### config.mk
export PLATFORM = sky130hd
export DESIGN_NAME = trace_unloader_flat
export DESIGN_NICKNAME = d
export VERILOG_FILES = /design/src/rtl/trace_unloader_pkg.sv /design/src/rtl/trace_unloader_if.sv /design/src/rtl/trace_unloader_serializer.sv /design/src/rtl/trace_unloader.sv /design/src/flat_wrapper.sv
export SDC_FILE = /design/constraint.sdc
export NUM_CORES = 1
export LEC_CHECK = 0
export BUFFER_PORTS_ARGS = -buffer_cell sky130_fd_sc_hd__buf_2
export CORE_MARGIN = 3
export CORE_UTILIZATION = 60
export CTS_CLUSTER_SIZE = 14
export DETAILED_ROUTE_END_ITERATION = 10
export PLACE_DENSITY_LB_ADDON = 0.2
export SYNTH_ARGS = -nofsm -noshare
export SYNTH_HDL_FRONTEND = slang
export SYNTH_SLANG_ARGS = --single-unit
### constraint.sdc
create_clock -name clk -period 4.1 [get_ports clk]
set_input_delay 0.615 -clock clk [delete_from_list [all_inputs] [get_ports clk]]
set_output_delay 0.615 -clock clk [all_outputs]
set_load 0.02 [all_outputs]
### src/rtl/trace_unloader_pkg.sv
// ============================================================================
// Module  : trace_unloader_pkg
// Purpose : Shared definitions for the trace unloader: FSM state encodings,
//           the frame start marker and a ceiling-log2 helper for sizing.
// Ports   : none (package)
// Revision: 1.0 - initial release
// ============================================================================
`default_nettype none

package trace_unloader_pkg;

    // Frame start marker, first byte of every frame.
    localparam logic [7:0] HDR_BYTE = 8'hA5;

    // Unloader FSM state encodings.
    localparam logic [2:0] ST_IDLE    = 3'd0;
    localparam logic [2:0] ST_HDR     = 3'd1;
    localparam logic [2:0] ST_CNT_HI  = 3'd2;
    localparam logic [2:0] ST_CNT_LO  = 3'd3;
    localparam logic [2:0] ST_RD_REQ  = 3'd4;
    localparam logic [2:0] ST_RD_WAIT = 3'd5;
    localparam logic [2:0] ST_WORD    = 3'd6;
    localparam logic [2:0] ST_CHK     = 3'd7;

    // Ceiling log2; log2(1) = 0.
    function automatic int log2(input int value);
        int result;
        result = 0;
        for (int i = 0; i < 31; i++) begin
            if ((1 << i) < value) begin
                result = i + 1;
            end
        end
        return result;
    endfunction

endpackage

`default_nettype wire

### src/rtl/trace_unloader_if.sv
// ============================================================================
// Module  : trace_unloader_if
// Purpose : Byte-stream valid/ready link between the trace unloader and the
//           debug bridge.
// Signals : byte_data  - output byte
//           byte_valid - byte_data is valid
//           byte_ready - sink accepts the byte
// Modports: master (byte source), slave (byte sink)
// Revision: 1.0 - initial release
// ============================================================================
`default_nettype none

interface trace_unloader_if;
    logic [7:0] byte_data;
    logic       byte_valid;
    logic       byte_ready;

    modport master (
        output byte_data,
        output byte_valid,
        input  byte_ready
    );

    modport slave (
        input  byte_data,
        input  byte_valid,
        output byte_ready
    );
endinterface

`default_nettype wire

### src/rtl/trace_unloader_serializer.sv
// ============================================================================
// Module  : trace_word_serializer
// Purpose : Loads one FPAY-bit word and emits it as 8-bit beats, MSB byte
//           first, under a valid/ready handshake. Flags the final beat.
// Ports   : clk, reset (async, active-low)
//           load_i  - capture word_i, restart at beat 0
//           word_i  - word to serialise
//           beat_o  - current beat (top byte of the shift register)
//           valid_o - a beat is pending
//           ready_i - consumer takes the beat this cycle
//           last_o  - current beat is the last of the word
// Revision: 1.0 - initial release
// ============================================================================
`default_nettype none

module trace_word_serializer
    import trace_unloader_pkg::*;
#(
    parameter int FPAY = 32
) (
    input  wire logic            clk,
    input  wire logic            reset,
    input  wire logic            load_i,
    input  wire logic [FPAY-1:0] word_i,
    output logic      [7:0]      beat_o,
    output logic                 valid_o,
    input  wire logic            ready_i,
    output logic                 last_o
);

    localparam int BYTES = FPAY / 8;
    localparam int IDXW  = (BYTES > 1) ? log2(BYTES) : 1;

    logic [FPAY-1:0] shift_q;
    logic [IDXW-1:0] idx_q;
    logic            full_q;

    always_ff @(posedge clk or negedge reset) begin
        if (!reset) begin
            shift_q <= '0;
            idx_q   <= '0;
            full_q  <= 1'b0;
        end else if (load_i) begin
            shift_q <= word_i;
            idx_q   <= '0;
            full_q  <= 1'b1;
        end else if (full_q && ready_i) begin
            shift_q <= shift_q << 8;
            idx_q   <= idx_q + IDXW'(1);
            if (last_o) begin
                full_q <= 1'b0;
            end
        end
    end

    assign beat_o  = shift_q[FPAY-1 -: 8];
    assign valid_o = full_q;
    assign last_o  = (idx_q == IDXW'(BYTES - 1));

endmodule

`default_nettype wire

### src/rtl/trace_unloader.sv
// ============================================================================
// Module  : trace_unloader
// Purpose : On a dump request, freezes the trace buffer and drains it into a
//           framed byte stream: HDR, CNT[15:8], CNT[7:0], CNT words MSB byte
//           first, then the XOR checksum of every byte after the header.
// Ports   : clk, reset (async, active-low)
//           dump_req_i - one-cycle dump request pulse
//           busy_o     - frame in progress
//           freeze_o   - blocks trace writes (equal to busy_o)
//           tb_count_i - valid words in the trace buffer
//           tb_rd_o    - one-cycle read strobe to the buffer
//           tb_dout_i  - buffer read data, valid one cycle after tb_rd_o
//           byte_if    - byte stream output (master)
// Revision: 1.0 - initial release
// ============================================================================
`default_nettype none

module trace_unloader
    import trace_unloader_pkg::*;
#(
    parameter int FPAY     = 32,
    parameter int TB_DEPTH = 512,
    parameter int CNTW     = log2(TB_DEPTH) + 1
) (
    input  wire logic            clk,
    input  wire logic            reset,
    input  wire logic            dump_req_i,
    output logic                 busy_o,
    output logic                 freeze_o,
    input  wire logic [CNTW-1:0] tb_count_i,
    output logic                 tb_rd_o,
    input  wire logic [FPAY-1:0] tb_dout_i,
    trace_unloader_if.master     byte_if
);

    logic [2:0]  state_q, state_d;
    logic [15:0] remain_q, remain_d;   // holds N until words are sent
    logic [7:0]  chk_q, chk_d;

    logic [15:0] n_clamped;
    logic [7:0]  out_data;
    logic        out_valid;
    logic        xfer;

    logic [7:0]  ser_beat;
    logic        ser_valid;
    logic        ser_last;
    logic        ser_load;

    trace_word_serializer #(
        .FPAY (FPAY)
    ) u_ser (
        .clk     (clk),
        .reset   (reset),
        .load_i  (ser_load),
        .word_i  (tb_dout_i),
        .beat_o  (ser_beat),
        .valid_o (ser_valid),
        .ready_i (byte_if.byte_ready && (state_q == ST_WORD)),
        .last_o  (ser_last)
    );

    always_comb begin
        if (int'(tb_count_i) > TB_DEPTH) begin
            n_clamped = 16'(TB_DEPTH);
        end else begin
            n_clamped = 16'(tb_count_i);
        end
    end

    // Output byte is a pure function of state, so it stays stable through
    // a stall and drops immediately on an asynchronous reset.
    always_comb begin
        out_data  = 8'h00;
        out_valid = 1'b0;
        case (state_q)
            ST_HDR:    begin out_valid = 1'b1;      out_data = HDR_BYTE;        end
            ST_CNT_HI: begin out_valid = 1'b1;      out_data = remain_q[15:8];  end
            ST_CNT_LO: begin out_valid = 1'b1;      out_data = remain_q[7:0];   end
            ST_WORD:   begin out_valid = ser_valid; out_data = ser_beat;        end
            ST_CHK:    begin out_valid = 1'b1;      out_data = chk_q;           end
            default:   begin out_valid = 1'b0;      out_data = 8'h00;           end
        endcase
    end

    assign xfer = out_valid && byte_if.byte_ready;

    always_comb begin
        state_d  = state_q;
        remain_d = remain_q;
        chk_d    = chk_q;
        ser_load = 1'b0;
        case (state_q)
            ST_IDLE: begin
                if (dump_req_i) begin
                    remain_d = n_clamped;
                    chk_d    = 8'h00;
                    state_d  = ST_HDR;
                end
            end
            ST_HDR: begin
                if (xfer) state_d = ST_CNT_HI;
            end
            ST_CNT_HI: begin
                if (xfer) begin
                    chk_d   = chk_q ^ out_data;
                    state_d = ST_CNT_LO;
                end
            end
            ST_CNT_LO: begin
                if (xfer) begin
                    chk_d   = chk_q ^ out_data;
                    state_d = (remain_q == 16'd0) ? ST_CHK : ST_RD_REQ;
                end
            end
            ST_RD_REQ: begin
                state_d = ST_RD_WAIT;
            end
            ST_RD_WAIT: begin
                ser_load = 1'b1;
                state_d  = ST_WORD;
            end
            ST_WORD: begin
                if (xfer) begin
                    chk_d = chk_q ^ out_data;
                    if (ser_last) begin
                        remain_d = remain_q - 16'd1;
                        state_d  = (remain_q == 16'd1) ? ST_CHK : ST_RD_REQ;
                    end
                end
            end
            ST_CHK: begin
                if (xfer) state_d = ST_IDLE;
            end
            default: begin
                state_d = ST_IDLE;
            end
        endcase
    end

    always_ff @(posedge clk or negedge reset) begin
        if (!reset) begin
            state_q  <= ST_IDLE;
            remain_q <= 16'd0;
            chk_q    <= 8'h00;
        end else begin
            state_q  <= state_d;
            remain_q <= remain_d;
            chk_q    <= chk_d;
        end
    end

    assign busy_o             = (state_q != ST_IDLE);
    assign freeze_o           = busy_o;
    assign tb_rd_o            = (state_q == ST_RD_REQ);
    assign byte_if.byte_data  = out_data;
    assign byte_if.byte_valid = out_valid;

endmodule

`default_nettype wire

### src/flat_wrapper.sv
// flat-port wrapper written by rule: the top's interface ports become plain ports
module trace_unloader_flat import trace_unloader_pkg::*;
#(
    parameter int FPAY     = 32,
    parameter int TB_DEPTH = 512,
    parameter int CNTW     = log2(TB_DEPTH) + 1
)
  (clk, reset, dump_req_i, busy_o, freeze_o, tb_count_i, tb_rd_o, tb_dout_i, byte_if_byte_data, byte_if_byte_valid, byte_if_byte_ready);
  trace_unloader_if byte_if_i ();
  input  wire logic clk;
  input  wire logic reset;
  input  wire logic dump_req_i;
  output logic busy_o;
  output logic freeze_o;
  input  wire logic [CNTW-1:0] tb_count_i;
  output logic tb_rd_o;
  input  wire logic [FPAY-1:0] tb_dout_i;
  output wire logic [$bits(byte_if_i.byte_data)-1:0] byte_if_byte_data;
  output wire logic [$bits(byte_if_i.byte_valid)-1:0] byte_if_byte_valid;
  input wire logic [$bits(byte_if_i.byte_ready)-1:0] byte_if_byte_ready;
  assign byte_if_byte_data = byte_if_i.byte_data;
  assign byte_if_byte_valid = byte_if_i.byte_valid;
  assign byte_if_i.byte_ready = byte_if_byte_ready;
  trace_unloader #(.FPAY(FPAY), .TB_DEPTH(TB_DEPTH), .CNTW(CNTW)) u_core (.clk(clk), .reset(reset), .dump_req_i(dump_req_i), .busy_o(busy_o), .freeze_o(freeze_o), .tb_count_i(tb_count_i), .tb_rd_o(tb_rd_o), .tb_dout_i(tb_dout_i), .byte_if(byte_if_i));
endmodule
======== Word-level counts from Yosys, hierarchy flattened ========
Cells that the tools add are included.
operators by class
  reduce and logical (&&, ||, !) cells .... 16
  magnitude comparators ................... 1
  $add $sub $neg .......................... 2
  bitwise logic cells ..................... 1
  eq/ne operators ......................... 17
  muxes and demuxes ....................... 28
operators by type and width
  cell                   count
  $mux 32                2
  $mux 16                3
  $pmux 8 s5             1
  $pmux 16 s2            1
  $pmux 3 s8             1
  $mux 3                 7
  $eq 16x1->1 const B    1
  $logic_not 16->1       1
  $mux 8                 2
  $pmux 8 s2             1
  $sub 16x1->16 const B  1
  $ne 2x1->1 const B     7
  $eq 3x3->1 const B     4
  $gt 10x10->1 const B   1
  $mux 10                1
  $mux 2                 4
  $reduce_bool 2->1      4
  $xor 8x8->8            1
  $reduce_and 7->1       1
  $eq 3x2->1 const B     2
  $mux 1                 4
  $reduce_and 4->1       1
  $reduce_or 4->1        1
  $eq 3x1->1 const B     1
  other kinds (10)       12
word-level totals
  register bits ........................... 62
  input bits .............................. 46
  word-level logic and storage cells ...... 71

======== Depth between registers and ports, before layout ========
Gate-level depths: netlist of run 1.
  depth in word-level cells ............... 6
  mapped depth ............................ 7
  gate-level depth less buffers ........... 6

======== By module ========
A second synthesis of run 1 with hierarchy kept.
unflattened totals
  cells, all modules ...................... 423
  area, all modules ....................... 3,962.6 um^2
by module, submodules not included
  module                 times used  cells each  area an instance (um^2)
  trace_unloader         1           231         1,999.4
  trace_word_serializer  1           192         1,963.1

======== Least setup slack after synthesis of run 1 ========
Ideal clock, no wire load.
  path kind ............................... register to output
  start ................................... register u_core.state_q[2]
  end ..................................... output port freeze_o
  buffers on the path ..................... 4
  cell stages (with the launch flop) ...... 6
  arrival ................................. 1.567 ns
  setup slack ............................. 1.918 ns
  required time ........................... 3.485 ns
  cells stage by stage .................... dfrtp_1 buf_6 clkbuf_1 clkbuf_1 or3_1 buf_4
on the way
  word-level cells in the longest chain between the ends .. 1
RTL lines
  what                    RTL line               RTL
  start, declared         trace_unloader.sv:36   logic [2:0] state_q, state_d;
  start signal, assigned  trace_unloader.sv:147  state_q <= state_d;
  $reduce_bool 3->1       trace_unloader.sv:153  assign busy_o = (state_q != ST_IDLE);
  end, declared           flat_wrapper.sv:14     output logic freeze_o;
No other way between the ends.

======== Worst setup path after layout of run 1 ========
  start ................................... register u_core.state_q[0]
  end ..................................... output port byte_if_byte_data[1]
on the way
  word-level cells in the longest chain between the ends .. 2
  elaborated cells on any way between the ends .. 6
  those cells by class .................... eq/ne: 5; mux: 1
RTL lines
  what                                RTL line              RTL
  $eq 3x3->1 (tied with other cells)  trace_unloader.sv:76  case (state_q)
  $pmux 8 s5 *                        trace_unloader.sv:76
  end, declared                       flat_wrapper.sv:18    output wire logic [$bits(byte_if_i.byte_data)-1:0] byte_if_byte_data;
Every way passes the cells marked *; elsewhere a longest branch is shown, timed or not.

==> flow_metrics.py, run 1 <==
metrics = {
    "floorplan": {
        "chipHeight_um": 81.8,
        "core_area_mm2": 0.00534,
        "rows": 26,
        "die_area_mm2": 0.00670,
        "initial_utilization": 0.647,
        "die_w_um": 81.8,
        "num_io_pins": 58,
    },
    "layout": {
        "n_fill_cell": 410,
        "multi_input_area_mm2": 0.00172,
        "seq_area_mm2": 0.00155,
        "diodes": 0,
        "area_delta_synth_final_pct": 13.8,
        "nets": 479,
        "layout-drive-gt1-share": 0.194,
        "final_cells": 504,
    },
    "route": {
        "firstDrtPassIters": 5,
        "drt_iter0_drc": 339,
        "wire_per_inst_um": 17.4,
        "viasPerCell": 6.20,
        "vias": 3123,
        "antenna_left": 0,
        "wl_um": 8760,
        "drcViolationCount": 0,
    },
    "setup_path": {
        "crit_chain": "buf_4 > mux2i_1 > o22ai_1 > buf_2",
        "reg2reg_depth": 4,
        "crit_required_ns": 3.48,
        "critPathArrivalTime_ns": 2.29,
        "critPathSlowestCell": "dfrtp_1",
        "critical_path_class": "flop to primary output",
        "crit_fanout": 25,
        "start_kind": "flop",
        "critPathTopFamily": "flip-flops",
        "reg2reg_to": "u_core.u_ser.shift_q[26]",
        "reg2reg_from": "u_core.state_q[2]",
        "crit_buf_inv": 2,
        "cp-end-kind": "primary output",
        "path_depth": 4,
        "rrSetupSlack_ns": 1.24,
        "critical_path.max_stage_delay_ns": 0.95,
    },
    "global_routing": {
        "grt_pass1_vias": 2962,
        "grt_max_degree": 37,
        "grt_antenna_before_repair": 0,
        "grt-ovfl-total": 0,
        "grt_pass1_wl_um": 14200,
        "track_usage": 0.282,
    },
    "logic_synthesis": {
        "synth-async-reset-ratio": 1.00,
        "yosysTopAreaCellShare": 0.450,
        "synth_top_area_cell": "dfrtp_1",
        "ys_warn_count": 0,
        "synth_area_leaders": "dfrtp_1 (45%), nand2_1 (9.0%), mux2i_1 (5.2%)",
        "syn-instance-count": 386,
        "synthTopCellsByCount": "nand2_1 (83), dfrtp_1 (62), a22oi_1 (18), mux2i_1 (18), nand3_1 (18)",
        "ys_ff_latch": 62,
        "yosysMostFrequentCell": "nand2_1",
        "syn_area_per_cell_um2": 8.94,
        "syn_area_mm2": 0.00345,
        "yosysUniqueCellTypes": 53,
        "syn_nets": 436,
        "synth-seq-area-share": 0.450,
        "synth_flop_cell": "dfrtp_1",
        "synth_edf_count": 0,
    },
    "timing": {
        "setup_violations": 0,
        "worst_slew_pin_slew_ns": 1.19,
        "fin_crit_sh": 0.710,
        "period_needed_ns": 2.91,
        "finalSetupTns_ns": 0,
        "rsz0062_at_grt": "false",
        "fmaxAchievable_mhz": 344,
        "final_max_slew_viol_count": 0,
        "relSlewSlack": 0.202,
        "hold_viol": 0,
        "skew_ns": 0.00750,
    },
    "cts": {
        "cts_tree": "done",
        "htreeDepth": 3,
        "clockBufferDepth": 2,
        "clk-insertion-delay-late_ns": 0.35,
        "cts_sinks": 62,
        "cts.clk_slew.worst_paths_ns": 0.07,
        "ctsHoldBuffers": 0,
        "cts_setup_buffers": 0,
        "cts-root-buf": "clkbuf_8",
        "cts_resized": 0,
        "cts_buffers": 9,
    },
    "flow_run": {
        "cap_violations": 0,
    },
    "place": {
        "routabilityCongestion": 0.916,
        "portBuffers": 57,
        "dpl.hpwl_um": 6100,
        "place_inst": 488,
    },
    "power": {
        "power.share.clock": 0.184,
        "p_seq_frac": 0.384,
        "power.density_mw_per_mm2": 780,
        "p_switching_w": 0.00136,
        "peakVddDrop_mv": 0.472,
        "p_sw_frac": 0.444,
        "combPwrFrac": 0.432,
        "p_int_w": 0.00170,
        "p_leak_nw": 1.93,
    },
    "worst_hold_path": {
        "worstHoldPathType": "input pin to async pin",
    },
    "run_status": {
        "status": "complete, no violations",
    },
}
==> per-layer routing <==
metal,up-vias,global-route usage,share of wire
met2,127,0.435,0.47
met3,18,0.0548,0.073
li1,1477,-,-
met4,0,0.101,0.018
met5,-,0,0
met1,1501,0.397,0.44
==> cells by family (layout without fill, tap and decap cells) <==
group	count (synthesis)	after routing	share of synthesized area
and+or+nand+nor	163	163	0.232
AOI/OAI and AO/OA	94	94	0.181
DFF	62	62	0.450
buffers and inverters	41	89	0.0526
muxes	20	20	0.0653
adders and majority gates	4	4	0.0145
xor gates and xnor gates	2	2	0.00508
==> registers in the layout (all words and copies together), names as in the netlist <==
name                  cells
u_core.chk_q              8
u_core.remain_q          16
u_core.u_ser.idx_q        2
u_core.u_ser.shift_q     32
u_core.state_q            3
u_core.u_ser.valid_o      1
==> placed cells by master, fill, tap and decap left out, types with 3 or more instances in the layout <==
master	n
nand3b_1	3
nand2b_1	5
nor2_1	17
nand4_1	5
o31ai_1	4
and2_1	3
or4_1	5
and3_1	3
a21oi_1	17
o21ai_0	17
or3_1	3
inv_1	13
o22ai_1	8
buf_2	57
nand3_1	18
or4b_1	3
a22oi_1	18
o221ai_1	3
dfrtp_1	62
ha_1	4
a31oi_1	7
nor3_1	4
nand2_1	83
buf_4	3
mux2i_1	18
clkbuf_8	11
==> stage by stage <==
stage / total power (W) / hold WS (ns) / utilization / worst slack [ns] / cell area, um^2
CTS: 0.00305 / 0.273 / 0.736 / 1.25 / 3930
global placement: 0.00241 / 0.460 / 0.697 / 1.46 / 3720
finish: 0.00306 / 0.259 / 0.736 / 1.19 / 3930
floorplan: 0.00214 / 0.319 / - / 1.92 / 3450
global route: 0.00328 / 0.293 / 0.736 / 1.03 / 3930
detailed placement: 0.00248 / 0.466 / 0.697 / 1.34 / 3720
==> worst max path at each step <==
stage	startpoint	slack, ns	to
finish	u_core.state_q[0]	1.19	byte_if_byte_data[1]
global route	u_core.state_q[2]	1.03	u_core.u_ser.shift_q[26]
CTS	u_core.state_q[0]	1.25	byte_if_byte_data[1]
detailed placement	u_core.state_q[2]	1.34	u_core.u_ser.shift_q[26]
global placement	u_core.state_q[2]	1.46	u_core.u_ser.shift_q[26]
floorplan	u_core.state_q[2]	1.92	freeze_o
==> power groups by stage <==
stage | clock network, W | registers [W] | logic [W]
floorplan | 0 | 0.00101 | 0.00112
global placement | 0 | 0.00115 | 0.00125
detailed placement | 0 | 0.00117 | 0.00130
CTS | 0.000571 | 0.00116 | 0.00131
global route | 0.000597 | 0.00121 | 0.00147
finish | 0.000563 | 0.00118 | 0.00132
==> cell type report <==
cell class                      count  share of cell area
Clock inverter                      5              0.0143
Tap cell                           70              0.0223
Inverter                           13              0.0124
Clock buffer                       11              0.0385
Timing Repair Buffer               60              0.0784
Multi-Input combinational cell    283               0.439
Sequential cell                    62               0.395
==> worst register-to-register path: stages (launching register included) <==
cell and delay (ns):
dfrtp_1 0.89, and3b_1 0.65, nand3_1 0.67, o22ai_1 0.41, a21oi_1 0.08
Power figures use the tool's default switching activity.
==> inputs of run 2 (changes only) <==
--- a/config.mk
+++ b/config.mk
@@ -7,7 +7,7 @@
 export LEC_CHECK = 0
 export BUFFER_PORTS_ARGS = -buffer_cell sky130_fd_sc_hd__buf_2
 export CORE_MARGIN = 3
-export CORE_UTILIZATION = 60
+export CORE_UTILIZATION = 56
 export CTS_CLUSTER_SIZE = 14
 export DETAILED_ROUTE_END_ITERATION = 10
 export PLACE_DENSITY_LB_ADDON = 0.2
==> constraint.sdc (replaced) <==
create_clock -name clk -period 2.9 [get_ports clk]
set_input_delay 0.435 -clock clk [delete_from_list [all_inputs] [get_ports clk]]
set_output_delay 0.435 -clock clk [all_outputs]
set_load 0.02 [all_outputs]
==> flow_metrics.py, run 2 (synthesized netlist as in run 1, its figures left out) <==
metrics = {
    "timing": {
        "finalSetupTns_ns": 0,
        "fmaxAchievable_mhz": 384,
        "rsz0062_at_grt": "false",
        "relSlewSlack": 0.460,
        "setup_violations": 0,
        "fin_crit_sh": 0.897,
        "skew_ns": 0.00891,
        "hold_viol": 0,
        "fin_ws_ns": 0.299,
        "final_max_slew_viol_count": 0,
        "worst_slew_pin_slew_ns": 0.811,
        "period_needed_ns": 2.60,
    },
    "setup_path": {
        "crit_fanout": 25,
        "crit_chain": "inv_1 > o21ai_0 > and2_1 > buf_2",
        "critical_path.max_stage_delay_ns": 0.87,
        "start_kind": "flop",
        "cp-end-kind": "primary output",
        "critPathArrivalTime_ns": 2.17,
        "critical_path_class": "flop to primary output",
        "critPathTopFamily": "flip-flops",
        "crit_required_ns": 2.47,
        "crit_buf_inv": 2,
        "critPathSlowestCell": "dfrtp_1",
    },
    "power": {
        "power.density_mw_per_mm2": 1090,
        "peakVddDrop_mv": 0.718,
        "p_leak_nw": 1.97,
    },
    "place": {
        "place_ws_ns": 0.533,
        "routabilityCongestion": 0.882,
        "dpl_cell_area_mm2": 0.00380,
        "portBuffers": 57,
        "dpl.hpwl_um": 6300,
    },
    "layout": {
        "top_register": "u_core.u_ser.shift_q",
        "stdcell_area_mm2": 0.00401,
        "largest_reg_flops": 32,
        "reg_top3": "u_core.u_ser.shift_q: 32 flops, u_core.remain_q: 16 flops, u_core.chk_q: 8 flops",
        "area_delta_synth_final_pct": 16.1,
        "postLayoutCoreUtil": 0.698,
        "nets": 490,
        "layout_common_cells": "nand2_1 (83), dfrtp_1 (62), buf_2 (57)",
        "diodes": 0,
        "layout-drive-gt1-share": 0.209,
        "final_common_cell": "nand2_1",
    },
    "cts": {
        "htreeDepth": 3,
        "cts_buffers": 9,
        "cts_sinks": 62,
        "cts.clk_slew.worst_paths_ns": 0.07,
        "cts-root-buf": "clkbuf_8",
        "clk-insertion-delay-late_ns": 0.35,
        "cts_setup_buffers": 0,
        "cts_tree": "done",
        "clockBufferDepth": 2,
    },
    "route": {
        "firstDrtPassIters": 5,
        "wl_um": 8800,
        "drt_iter0_drc": 258,
        "antenna_left": 0,
        "wire_per_inst_um": 17.0,
        "drcViolationCount": 0,
        "viasPerCell": 6.16,
        "vias": 3186,
    },
    "global_routing": {
        "grt-ovfl-total": 0,
        "grt_pass1_vias": 3079,
        "track_usage": 0.261,
        "grt_max_degree": 35,
        "grt_antenna_before_repair": 0,
        "grt_pass1_wl_um": 14800,
    },
    "run_status": {
        "status": "complete, no violations",
    },
    "flow_run": {
        "cap_violations": 0,
    },
    "floorplan": {
        "die_w_um": 84.5,
        "core_area_mm2": 0.00574,
        "rows": 27,
        "num_io_pins": 58,
        "die_area_mm2": 0.00714,
        "chipHeight_um": 84.5,
        "initial_utilization": 0.601,
    },
    "worst_hold_path": {
        "worstHoldPathType": "input pin to flop",
    },
}
## run 2: timing repair
| action | CTS | global route |
|---|---|---|
| hold buffers | 1 | 0 |
| endpoints found under the hold margin | 1 | 0 |
| gates resized for setup | 0 | 0 |
## run 2: path summary, 6_finish.rpt
path	startpoint	endpoint	slack, ns	cells past startpoint
worst min register to register	u_core.chk_q[4]	u_core.chk_q[4]	0.48	1
worst max-delay path	u_core.state_q[1]	byte_if_byte_data[0]	0.30	4
max in group asynchronous	reset	u_core.u_ser.shift_q[28]	1.92	3
min in group asynchronous	reset	u_core.u_ser.shift_q[8]	0.39	2
worst min-delay path	tb_dout_i[4]	u_core.u_ser.shift_q[4]	0.27	3
worst max register to register	u_core.state_q[1]	u_core.u_ser.shift_q[24]	0.44	4
## run 2: tightest hold or removal path: cells and delay by family
| family | cells | cell delay (ns) |
|---|---|---|
| buf+inv | 1 | 0.07 |
| simple gates | 2 | 0.08 |
## run 2: final cells by class
cell class                      instances  area [um^2]
Fill cell                             485         1740
Multi-Input combinational cell        283         1720
Sequential cell                        62         1550
Timing Repair Buffer                   71          393
Clock buffer                           11          141
Tap cell                               72         90.1
Clock inverter                          5         58.8
Inverter                               13         48.8
## run 2: per-stage QoR
stage	cells	power (W)	hold WS (ns)
final	517	0.00438	0.272
after global routing	517	0.00472	0.263
after CTS	517	0.00437	0.259
after detailed placement	500	0.00358	0.225
after global placement	500	0.00349	0.224
after floorplan	386	0.00302	0.139
## run 2: power by group
| part | internal (W) | total (W) | leakage, nW | switching [W] |
|---|---|---|---|---|
| registers | 0.00122 | 0.00162 | 0.779 | 0.000399 |
| logic | 0.000799 | 0.00198 | 1.10 | 0.00118 |
| clock network | 0.000420 | 0.000776 | 0.0955 | 0.000356 |
| total | 0.00244 | 0.00438 | 1.97 | 0.00193 |
## run 2: layer usage
metal | global-route usage | part of all wire | vias up
li1 | - | - | 1503
met1 | 0.380 | 0.45 | 1537
met2 | 0.380 | 0.46 | 126
met3 | 0.0765 | 0.077 | 20
met4 | 0.0705 | 0.015 | 0
met5 | 0 | 0 | -
